==> config.mk <==
export PLATFORM = sky130hd
export DESIGN_NAME = seq_det_prog
export DESIGN_NICKNAME = d
export VERILOG_FILES = /design/src/rtl/seq_det_prog.sv
export SDC_FILE = /design/constraint.sdc
export NUM_CORES = 1
export LEC_CHECK = 0
export ABC_AREA = 1
export BUFFER_PORTS_ARGS = -buffer_cell sky130_fd_sc_hd__buf_2
export CAP_MARGIN = 25
export CORE_MARGIN = 5
export CORE_UTILIZATION = 41
export CTS_BUF_LIST = sky130_fd_sc_hd__clkbuf_8
export CTS_CLUSTER_DIAMETER = 40
export DETAILED_ROUTE_END_ITERATION = 7
export PLACE_DENSITY = 0.6
export SYNTH_ARGS = -nofsm -noshare
export SYNTH_HDL_FRONTEND = slang
export SYNTH_SLANG_ARGS = --single-unit
==> constraint.sdc <==
create_clock -name clk -period 2 [get_ports clk]
set_clock_uncertainty 0.15 [all_clocks]
set_input_delay 0.3 -clock clk [delete_from_list [all_inputs] [get_ports clk]]
set_output_delay 0.3 -clock clk [all_outputs]
set_load 0.03 [all_outputs]
==> src/rtl/seq_det_prog.sv <==
// Programmable serial pattern detector: runtime-loadable 1..MAX_LEN bit pattern,
// overlap/non-overlap mode, enable gating and a saturating match counter.
module seq_det_prog #(
   parameter int                 MAX_LEN = 8,
   parameter int                 CNT_W   = 8,
   parameter logic [MAX_LEN-1:0] DEF_PAT = 8'b0000_0110,
   parameter int                 DEF_LEN = 3,
   parameter bit                 DEF_OVL = 1'b0,
   localparam int                LEN_W   = $clog2(MAX_LEN) + 1
) (
   input  logic               clk,
   input  logic               rst,
   input  logic               en,
   input  logic               seq_in,
   input  logic               cfg_load,
   input  logic [MAX_LEN-1:0] cfg_pat,
   input  logic [LEN_W-1:0]   cfg_len,
   input  logic               cfg_ovl,
   input  logic               clr_cnt,
   output logic               det_out,
   output logic [CNT_W-1:0]   match_cnt,
   output logic [LEN_W-1:0]   fill
);

   logic [MAX_LEN-1:0] pat_r;
   logic [MAX_LEN-1:0] hist;
   logic [LEN_W-1:0]   len_r;
   logic               ovl_r;
   logic [MAX_LEN:0]   window;
   logic [MAX_LEN:0]   mask;
   logic [LEN_W:0]     fill_inc;
   logic [LEN_W-1:0]   fill_next;
   logic [LEN_W-1:0]   len_clamp;
   logic               sample;
   logic               match;

   assign window = {hist, seq_in};
   assign sample = en & ~cfg_load;

   // Only the newest len_r bits take part; the top window bit is never compared.
   always_comb begin
      mask = '0;
      for (int i = 0; i <= MAX_LEN; i++) begin
         mask[i] = (i < int'(len_r));
      end
   end

   assign fill_inc  = {1'b0, fill} + {{LEN_W{1'b0}}, 1'b1};
   assign len_clamp = (cfg_len > LEN_W'(MAX_LEN)) ? LEN_W'(MAX_LEN) : cfg_len;

   assign match = sample && (len_r != '0) && (fill_inc >= {1'b0, len_r}) &&
                  (((window ^ {1'b0, pat_r}) & mask) == '0);

   always_comb begin
      fill_next = fill;
      if (match && !ovl_r) begin
         fill_next = '0;
      end else if (fill != LEN_W'(MAX_LEN)) begin
         fill_next = fill_inc[LEN_W-1:0];
      end
   end

   always_ff @(posedge clk or negedge rst) begin
      if (!rst) begin
         pat_r   <= DEF_PAT;
         len_r   <= LEN_W'(DEF_LEN);
         ovl_r   <= DEF_OVL;
         hist    <= '0;
         fill    <= '0;
         det_out <= 1'b0;
      end else if (cfg_load) begin
         pat_r   <= cfg_pat;
         len_r   <= len_clamp;
         ovl_r   <= cfg_ovl;
         hist    <= '0;
         fill    <= '0;
         det_out <= 1'b0;
      end else if (en) begin
         hist    <= window[MAX_LEN-1:0];
         fill    <= fill_next;
         det_out <= match;
      end else begin
         det_out <= 1'b0;
      end
   end

   // Counter clear wins over a coincident match; the count never wraps.
   always_ff @(posedge clk or negedge rst) begin
      if (!rst) begin
         match_cnt <= '0;
      end else if (clr_cnt) begin
         match_cnt <= '0;
      end else if (match && (match_cnt != '1)) begin
         match_cnt <= match_cnt + CNT_W'(1);
      end
   end

endmodule

==> results of run 1 <==
[how the worst max path moves through the flow]
stage | end | slack, ns
floorplan | match_cnt[5] | -0.15
detailed placement | match_cnt[4] | -0.24
finish | match_cnt[1] | -0.19
global route | match_cnt[1] | -0.34
CTS | match_cnt[2] | -0.19
global placement | match_cnt[3] | -0.13
[layout make-up]
| cell class | count | area, um2 | area share |
|---|---|---|---|
| multi-input cells | 167 | 1059 | 0.4243 |
| flip-flops and latches | 34 | 859.6 | 0.3445 |
| repair buffers | 44 | 255.2 | 0.1023 |
| inverters | 36 | 140.1 | 0.05617 |
| clock buffers | 5 | 68.82 | 0.02758 |
| well taps | 54 | 67.56 | 0.02708 |
| clock inverters | 3 | 45.04 | 0.01805 |
[cells by family after synthesis]
| family | Yosys count |
|---|---|
| AOI/OAI and AO/OA | 24 |
| muxes | 1 |
| and+or+nand+nor | 130 |
| adders and majority gates | 7 |
| xor gates and xnor gates | 5 |
| DFF | 34 |
| buffers and inverters | 40 |
[per-layer routing]
| metal | GRT usage | vias to the layer above |
|---|---|---|
| met5 | 0 | - |
| met3 | 0.04422 | 9 |
| met2 | 0.2517 | 37 |
| met4 | 0.05842 | 0 |
| li1 | - | 868 |
| met1 | 0.2066 | 779 |
[synthesized netlist by cell type, types with 4 or more instances]
master / count
nand4_1: 7
o21ai_0: 9
o22ai_1: 8
ha_1: 7
nor2_1: 10
nand2_1: 78
dfrtp_1: 30
dfstp_2: 4
xor2_1: 4
inv_2: 4
nand3_1: 13
nand3_2: 6
inv_1: 31
nor3_1: 4
[worst max-delay path: stages (launching register included)]
cell     delay, ns
dfrtp_2       0.46
nand3_1       0.15
xor2_2        0.22
ha_4          0.24
nand2_1       0.06
nor2_1        0.04
nand2_1       0.05
nand4_1       0.18
nand3_4       0.16
inv_6         0.05
nand2_8       0.09
nand2_8       0.08
nand3_2       0.09
nand2_1       0.06
[flip-flops by register name (all words and copies together), names as in the netlist]
signal,cells
det_out,1
fill,4
hist,8
len_r,4
match_cnt,8
ovl_r,1
pat_r,8
[what timing repair did]
item,CTS,global route
hold endpoints to repair,30,0
gates resized for setup,3,10
setup endpoints to repair,12,13
pin swaps,5,8
hold buffers,1,0
[power groups by stage]
stage               clock [W]  sequential (W)  combinational [W]
floorplan                   0        0.000830           0.000250
global placement            0        0.000790           0.000429
detailed placement          0        0.000793           0.000440
CTS                  0.000656        0.000781           0.000450
global route         0.000685        0.000791           0.000565
finish               0.000637        0.000784           0.000508
[through the flow]
step,power (W),TNS (ns),setup slack [ns],util
final,0.001930,-1.948,-0.1911,0.5317
after global routing,0.002041,-3.581,-0.3364,0.5317
after CTS,0.001887,-2.139,-0.1929,0.5155
after detailed placement,0.001233,-2.605,-0.2357,0.4864
after global placement,0.001220,-1.468,-0.1280,0.4864
after floorplan,0.001080,-1.596,-0.1528,-
==> impl_metrics.toml, run 1 <==
[sta]
grt_setup_unrepaired = "yes"
slew-limit-headroom = 0.4923
fmax_mhz = 456.4
fin_crit_sh = 1.096
hold-worst-slack_ns = 0.05895
setup_ws_ns = -0.1911
finalMaxSlewViolations = 0
tightest_slew_ns = 0.7616
setup_violations = 12
fin_crit_ns = 2.191
hold_viol = 0

[floorplanning]
rows = 25
die_h_um = 79.26
die_w_um = 79.26
initial_core_util = 0.4192
die_area_mm2 = 0.006282
num_io_pins = 32
core_area_mm2 = 0.004692

[synth]
synth_fa_ha_area_frac = 0.04453
synth-compound-area-share = 0.07061
syn_area_mm2 = 0.001967
ys_top_cells_by_area = "dfrtp_1, nand2_1, inv_1"
synth_fp_nets = 267
syn_inst = 241
ys.flop_type = "dfrtp_1"
yosys_register_bits = 34
avgSynthCellArea_um2 = 8.161
synth-simple-area-share = 0.3429
seq_area_frac_synth = 0.4351
synth_xor_area_frac = 0.02226
async_flop_share = 1.000
synth_top_cell_by_area = "dfrtp_1"
synth_top_cell_area_share = 0.3817
synth_top_family_by_area = "simple AND/OR/NAND/NOR gates"
synth_edf_count = 0
synth.distinct_cells = 33
ys.warnings.count = 0
synthMuxAreaShare = 0.005089

[global_route]
overflow = 0
grt_usage = 0.1589
grt_start_max_net_pins = 35
grt_pass1_wl_um = 7803
grt_pass1_vias = 1751
antenna_found_initial = 0

[finish]
syn_to_final_growth_pct = 26.84
design_area_mm2 = 0.002495
fill_cells = 464
instances_no_fill = 343
drive_above_1_share = 0.3287
antennaDiodeCount = 0
final_common_cell = "nand2_1"
most-common-layout-cells = "nand2_1, buf_2, inv_1, dfrtp_1"
layout.nets = 314

[drt]
ant_nets = 0
wl_met2_um = 2068
first_pass_iters = 4
wl_per_cell_um = 13.26
drc_errors = 0
num_vias = 1693
route.met3.wl_um = 201
met1_length_um = 2168
via_per_inst = 4.936
dr.first_iter.drc_count = 63
wl_um = 4549
top_layer_used = "met4"

[place]
gp_congestion = 0.7745
place_inst = 334
io_buffers = 31
place_area_mm2 = 0.002282
hpwlAfterDp_um = 3370

[worst_hold_path]
hp-start = "cfg_pat[0]"
hp-class = "in -> reg"
min_to = "pat_r[0]"
min_path_cells = 3

[worst_setup_path]
cp-end-kind = "flip-flop"
cp-start-kind = "flip-flop"
rrSetupSlack_ns = -0.19
crit_required_ns = 2.02
reg2reg_from = "fill[2]"
setup.worst_path.start = "fill[2]"
r2r_end = "match_cnt[1]"
critPathKind = "reg -> reg"
r2r_cells = 13
critPathMaxFanout = 8
worst_ep_arrival_time_ns = 2.21

[pwr]
clkPwrFrac = 0.330
power_leakage_nw = 1.250
internal-power_w = 0.001319
seq_power_share = 0.406
ir_worst_vdd_mv = 0.4463
power_switching_share = 0.3166
powerDensity_mw_per_mm2 = 773.4
combPwrFrac = 0.263
switchingPower_w = 0.0006108

[clock_tree]
cts_root_buf = "clkbuf_8"
cts_max_path_buffers = 2
cts_buffers = 5
cts.sinks = 34
htreeDepth = 2
post-cts-setup-buffers = 0
cts_tree = "yes"
insertion_delay_ns = 0.29
clk_pin_slew_worst_paths_ns = 0.08

[status]
status = "finished with violations"
violations = "negative setup slack"

[flow_run]
maxCapViolations = 0
Note: power is estimated with default switching activity, not from simulation.
==> run 2: changes to the inputs <==
- CORE_UTILIZATION: 41 -> 30
- PLACE_DENSITY: 0.6 -> 0.46
- SLEW_MARGIN: not set -> 20
==> impl_metrics.toml, run 2 (same netlist as run 1, synthesis figures left out) <==
[drt]
top_layer_used = "met4"
first_pass_iters = 4
dr.first_iter.drc_count = 70
wl_um = 4592
num_vias = 1688
via_per_inst = 4.550
ant_nets = 0
met1_length_um = 2222
wl_per_cell_um = 12.38
wl_met2_um = 2151
drc_errors = 0
route.met3.wl_um = 146

[sta]
slew-limit-headroom = 0.6872
fmax_mhz = 462.1
fin_crit_ns = 2.164
setup_ws_ns = -0.1641
tightest_slew_ns = 0.4687
hold-worst-slack_ns = 0.06585
grt_setup_unrepaired = "yes"
fin_crit_sh = 1.082
hold_viol = 0
setup_violations = 12
finalMaxSlewViolations = 0

[clock_tree]
clk_pin_slew_worst_paths_ns = 0.07
cts_buffers = 5
insertion_delay_ns = 0.29
cts.sinks = 34
htreeDepth = 2
cts_max_path_buffers = 2
cts_tree = "yes"
cts_root_buf = "clkbuf_8"

[place]
hpwlAfterDp_um = 3464
place_ws_ns = -0.1866
place_inst = 357
io_buffers = 31
gp_congestion = 0.7441

[finish]
most-common-layout-cells = "nand2_1, inv_1, buf_2, dfrtp_1, buf_4"
final_common_cell = "nand2_1"
syn_to_final_growth_pct = 26.53
instances_no_fill = 371
antennaDiodeCount = 0
utilization = 0.3919
drive_above_1_share = 0.3197
top_regs = "hist (8), match_cnt (8), pat_r (8)"
layout.nets = 319

[pwr]
powerDensity_mw_per_mm2 = 727.7
total_power_w = 0.001811
power_leakage_nw = 1.278
ir_worst_vdd_mv = 0.3384

[floorplanning]
rows = 29
num_io_pins = 32
die_area_mm2 = 0.008276
die_h_um = 90.97
core_area_mm2 = 0.006350
die_w_um = 90.97
initial_core_util = 0.3098

[global_route]
overflow = 0
grt_pass1_vias = 1719
grt_start_max_net_pins = 35
antenna_found_initial = 0
grt_usage = 0.1209
grt_pass1_wl_um = 8086

[worst_hold_path]
hp-class = "in -> reg"

[flow_run]
maxCapViolations = 0

[worst_setup_path]
worst_ep_arrival_time_ns = 2.19
critPathMaxFanout = 8
cp-start-kind = "flip-flop"
cp-end-kind = "flip-flop"
critPathKind = "reg -> reg"
crit_required_ns = 2.03

[status]
status = "finished with violations"
violations = "negative setup slack"
[run 2: cell types whose count changed in the layout (fill, tap and decap cells not counted), moves of 2 or more]
cell        change
buf_4           +5
nand2_1         +4
nand2_2         -4
clkinvlp_4      -2
ha_1            +2
ha_4            -2
[run 2: critical path: stages (launching register included)]
cell and delay (ns):
dfrtp_2 0.45, ha_4 0.18, xor2_2 0.15, ha_1 0.30
nand2_1 0.07, inv_1 0.04, nand4_1 0.07, nand4_1 0.17
nand3_4 0.13, inv_6 0.05, nand2_8 0.09, nand2_8 0.07
nand3_2 0.07, nand2_1 0.05
[run 2: power by group]
group          internal, W  switching (W)  leakage, nW
sequential        0.000739      0.0000421        0.436
clock             0.000273       0.000249       0.0524
combinational     0.000220       0.000288        0.789
total              0.00123       0.000579         1.28
[run 2: per-layer routing]
layer / vias to the layer above / track usage
met3: 7 / 0.03058
met1: 772 / 0.1572
met2: 29 / 0.1917
met5: - / 0
li1: 880 / -
met4: 0 / 0.04890
[run 2: stage by stage]
step	setup TNS (ns)	cell area, um2
global route	-3.437	2489
finish	-1.812	2489
CTS	-1.800	2481
detailed placement	-2.027	2311
floorplan	-1.596	1986
global placement	-1.677	2311
[run 2: repair_timing]
| action | in CTS | in global routing |
|---|---|---|
| setup buffers | 4 | 1 |
| resized for setup | 6 | 0 |
| hold endpoints to repair | 30 | 0 |
| hold buffers | 1 | 0 |
| pin swaps | 4 | 2 |
| setup endpoints to repair | 12 | 12 |
[run 2: area by class of cell]
class	instances	area [um2]
Clock buffer	6	82.58
Clock inverter	2	8.758
Fill cell	670	3861
Inverter	36	140.1
Multi-Input combinational cell	167	1008
Sequential cell	34	859.6
Tap cell	77	96.34
Timing Repair Buffer	49	292.8
[run 2: worst paths after layout]
path                            startpoint      endpoint  slack, ns  cells past startpoint
worst max-delay path               fill[0]  match_cnt[1]      -0.16                     13
worst min-delay path            cfg_pat[0]      pat_r[0]       0.07                      3
worst max register to register     fill[0]  match_cnt[1]      -0.16                     13
worst min register to register    pat_r[2]      pat_r[2]       0.35                      2
max in group asynchronous              rst      len_r[1]       0.93                      3
min in group asynchronous              rst      pat_r[3]       0.42                      3
==> run 3: changes to the inputs <==
- ABC_AREA: 1 -> not set
- PLACE_DENSITY: 0.46 -> 0.47
==> impl_metrics.toml, run 3 <==
[place]
hpwlAfterDp_um = 3202
place_inst = 307
place_area_mm2 = 0.002377
io_buffers = 31
gp_congestion = 0.8182

[clock_tree]
htreeDepth = 2
cts.sinks = 34
cts_tree = "yes"
cts_buffers = 5
clk_pin_slew_worst_paths_ns = 0.07
cts_root_buf = "clkbuf_8"
insertion_delay_ns = 0.28
cts_max_path_buffers = 2

[global_route]
antenna_found_initial = 0
grt_pass1_wl_um = 7707
grt_usage = 0.1289
overflow = 0
grt_start_max_net_pins = 29
grt_pass1_vias = 1621

[finish]
drive_above_1_share = 0.5121
antennaDiodeCount = 0
design_area_mm2 = 0.002763
most-common-layout-cells = "buf_4, buf_2, dfrtp_1, nor2_1, mux2i_1"
instances_no_fill = 323
layout.nets = 273
final_common_cell = "buf_4"
syn_to_final_growth_pct = 52.80
top_regs = "hist (8), match_cnt (8), pat_r (8)"

[status]
violations = "negative setup slack"
status = "finished with violations"

[drt]
dr.first_iter.drc_count = 50
drc_errors = 0
num_vias = 1505
ant_nets = 0
wl_per_cell_um = 13.84
wl_um = 4469
via_per_inst = 4.659
first_pass_iters = 4

[sta]
fin_crit_sh = 1.145
slew-limit-headroom = 0.7169
hold_viol = 0
fmax_mhz = 436.5
setup_violations = 13
fin_crit_ns = 2.291
finalMaxSlewViolations = 0
tightest_slew_ns = 0.4247
hold-worst-slack_ns = 0.09311
setup_tns_ns = -2.898
setup_ws_ns = -0.2908
grt_setup_unrepaired = "yes"

[synth]
ys_top_cells_by_area = "dfrtp_1, mux2i_1, dfstp_2"
async_flop_share = 1.000
yosys-top-cells-count = "dfrtp_1, nor2_1, inv_1, mux2i_1, a21oi_1"
post-synth-top-count-cell = "dfrtp_1"
ys.warnings.count = 0
yosys_register_bits = 34
synth_fp_nets = 197
synth_top_cell_by_area = "dfrtp_1"
synth_edf_count = 0
syn_inst = 171
synth.distinct_cells = 38
avgSynthCellArea_um2 = 10.57
seq_area_frac_synth = 0.4734
synth_top_cell_area_share = 0.4152
syn_area_mm2 = 0.001808
ys.flop_type = "dfrtp_1"

[floorplanning]
rows = 28
core_area_mm2 = 0.005886
die_w_um = 87.63
num_io_pins = 32
die_h_um = 87.63
initial_core_util = 0.3072
die_area_mm2 = 0.007679

[pwr]
powerDensity_mw_per_mm2 = 708.3
ir_worst_vdd_mv = 0.3730
total_power_w = 0.001957
power_leakage_nw = 1.247

[worst_hold_path]
min_path_cells = 2
min_to = "pat_r[4]"
hp-class = "in -> reg"
hp-start = "cfg_pat[4]"

[worst_setup_path]
reg2reg_from = "fill[0]"
r2r_cells = 9
cp-end-kind = "flip-flop"
rrSetupSlack_ns = -0.29
critPathKind = "reg -> reg"
worst_ep_arrival_time_ns = 2.35
r2r_end = "match_cnt[6]"
critPathMaxFanout = 5
crit_required_ns = 2.06
cp-start-kind = "flip-flop"

[flow_run]
maxCapViolations = 0
## run 3: cell types whose count changed in the layout (fill, tap and decap cells not counted), sizes merged, moves of 4 or more
cell and delta:
a21oi +7, buf +26, inv -26, mux2 +10, mux2i +10, nand2 -77, nand3 -13, nand3b +4
nand4 -8, o22ai -6, o31ai +7, or4 +5, xnor2 +6
## run 3: repair_timing
item | 4_1_cts | 5_1_grt
endpoints found under the hold margin | 12 | 0
resized for setup | 17 | 14
setup endpoints to repair | 13 | 13
cloned | 1 | 0
pin swaps | 5 | 5
hold buffers | 1 | 0
setup buffers | 4 | 2
## run 3: cells by family after synthesis
| family | after synthesis | share of synthesized area |
|---|---|---|
| flip-flops | 34 | 0.4734 |
| XOR/XNOR | 10 | 0.04845 |
| adder cells (fa/ha/maj) | 7 | 0.04844 |
| buffers and inverters | 18 | 0.03806 |
| AND/OR/NAND/NOR | 46 | 0.1412 |
| multiplexers | 21 | 0.1232 |
| AO/OA/AOI/OAI | 35 | 0.1273 |
## run 3: per-layer routing
layer	vias to the layer above	wire length (um)	GRT usage
met5	-	0	0
met4	0	77	0.04463
met2	23	2041	0.2014
li1	770	-	-
met3	7	182	0.03387
met1	705	2168	0.1728
## run 3: worst max-delay path by stage
stage,slack (ns),cells past startpoint,end,start
floorplan,-0.39,10,match_cnt[4],fill[0]
global placement,-0.44,9,match_cnt[4],fill[0]
detailed placement,-0.49,9,match_cnt[2],fill[0]
CTS,-0.29,9,match_cnt[2],fill[0]
global route,-0.39,9,match_cnt[2],fill[0]
finish,-0.29,9,match_cnt[6],fill[0]
## run 3: metrics by stage
| step | utilization | setup WS [ns] |
|---|---|---|
| finish | 0.4694 | -0.2908 |
| global route | 0.4694 | -0.3851 |
| CTS | 0.4545 | -0.2927 |
| detailed placement | 0.4039 | -0.4911 |
| floorplan | - | -0.3864 |
| global placement | 0.4039 | -0.4449 |
## run 3: layout make-up
type | instances | area (um2)
inverters | 11 | 43.79
well taps | 75 | 93.84
fillers | 581 | 3123
repair buffers | 75 | 524.3
clock buffers | 6 | 82.58
flip-flops and latches | 34 | 859.6
multi-input cells | 120 | 1099
clock inverters | 2 | 60.06
## run 3: report_power, final
group | leakage, nW | switching, W | internal (W)
logic | 0.740 | 0.000193 | 0.000220
registers | 0.435 | 0.0000310 | 0.000725
clock network | 0.0714 | 0.000256 | 0.000532
total | 1.25 | 0.000479 | 0.00148
## run 3: critical path, stage by stage, from the launching register on
cell	delay, ns
dfrtp_2	0.45
ha_4	0.20
xnor2_4	0.15
inv_2	0.06
ha_4	0.26
o21ai_2	0.07
o21ai_4	0.23
o21ai_4	0.11
or4_1	0.41
a21oi_1	0.14
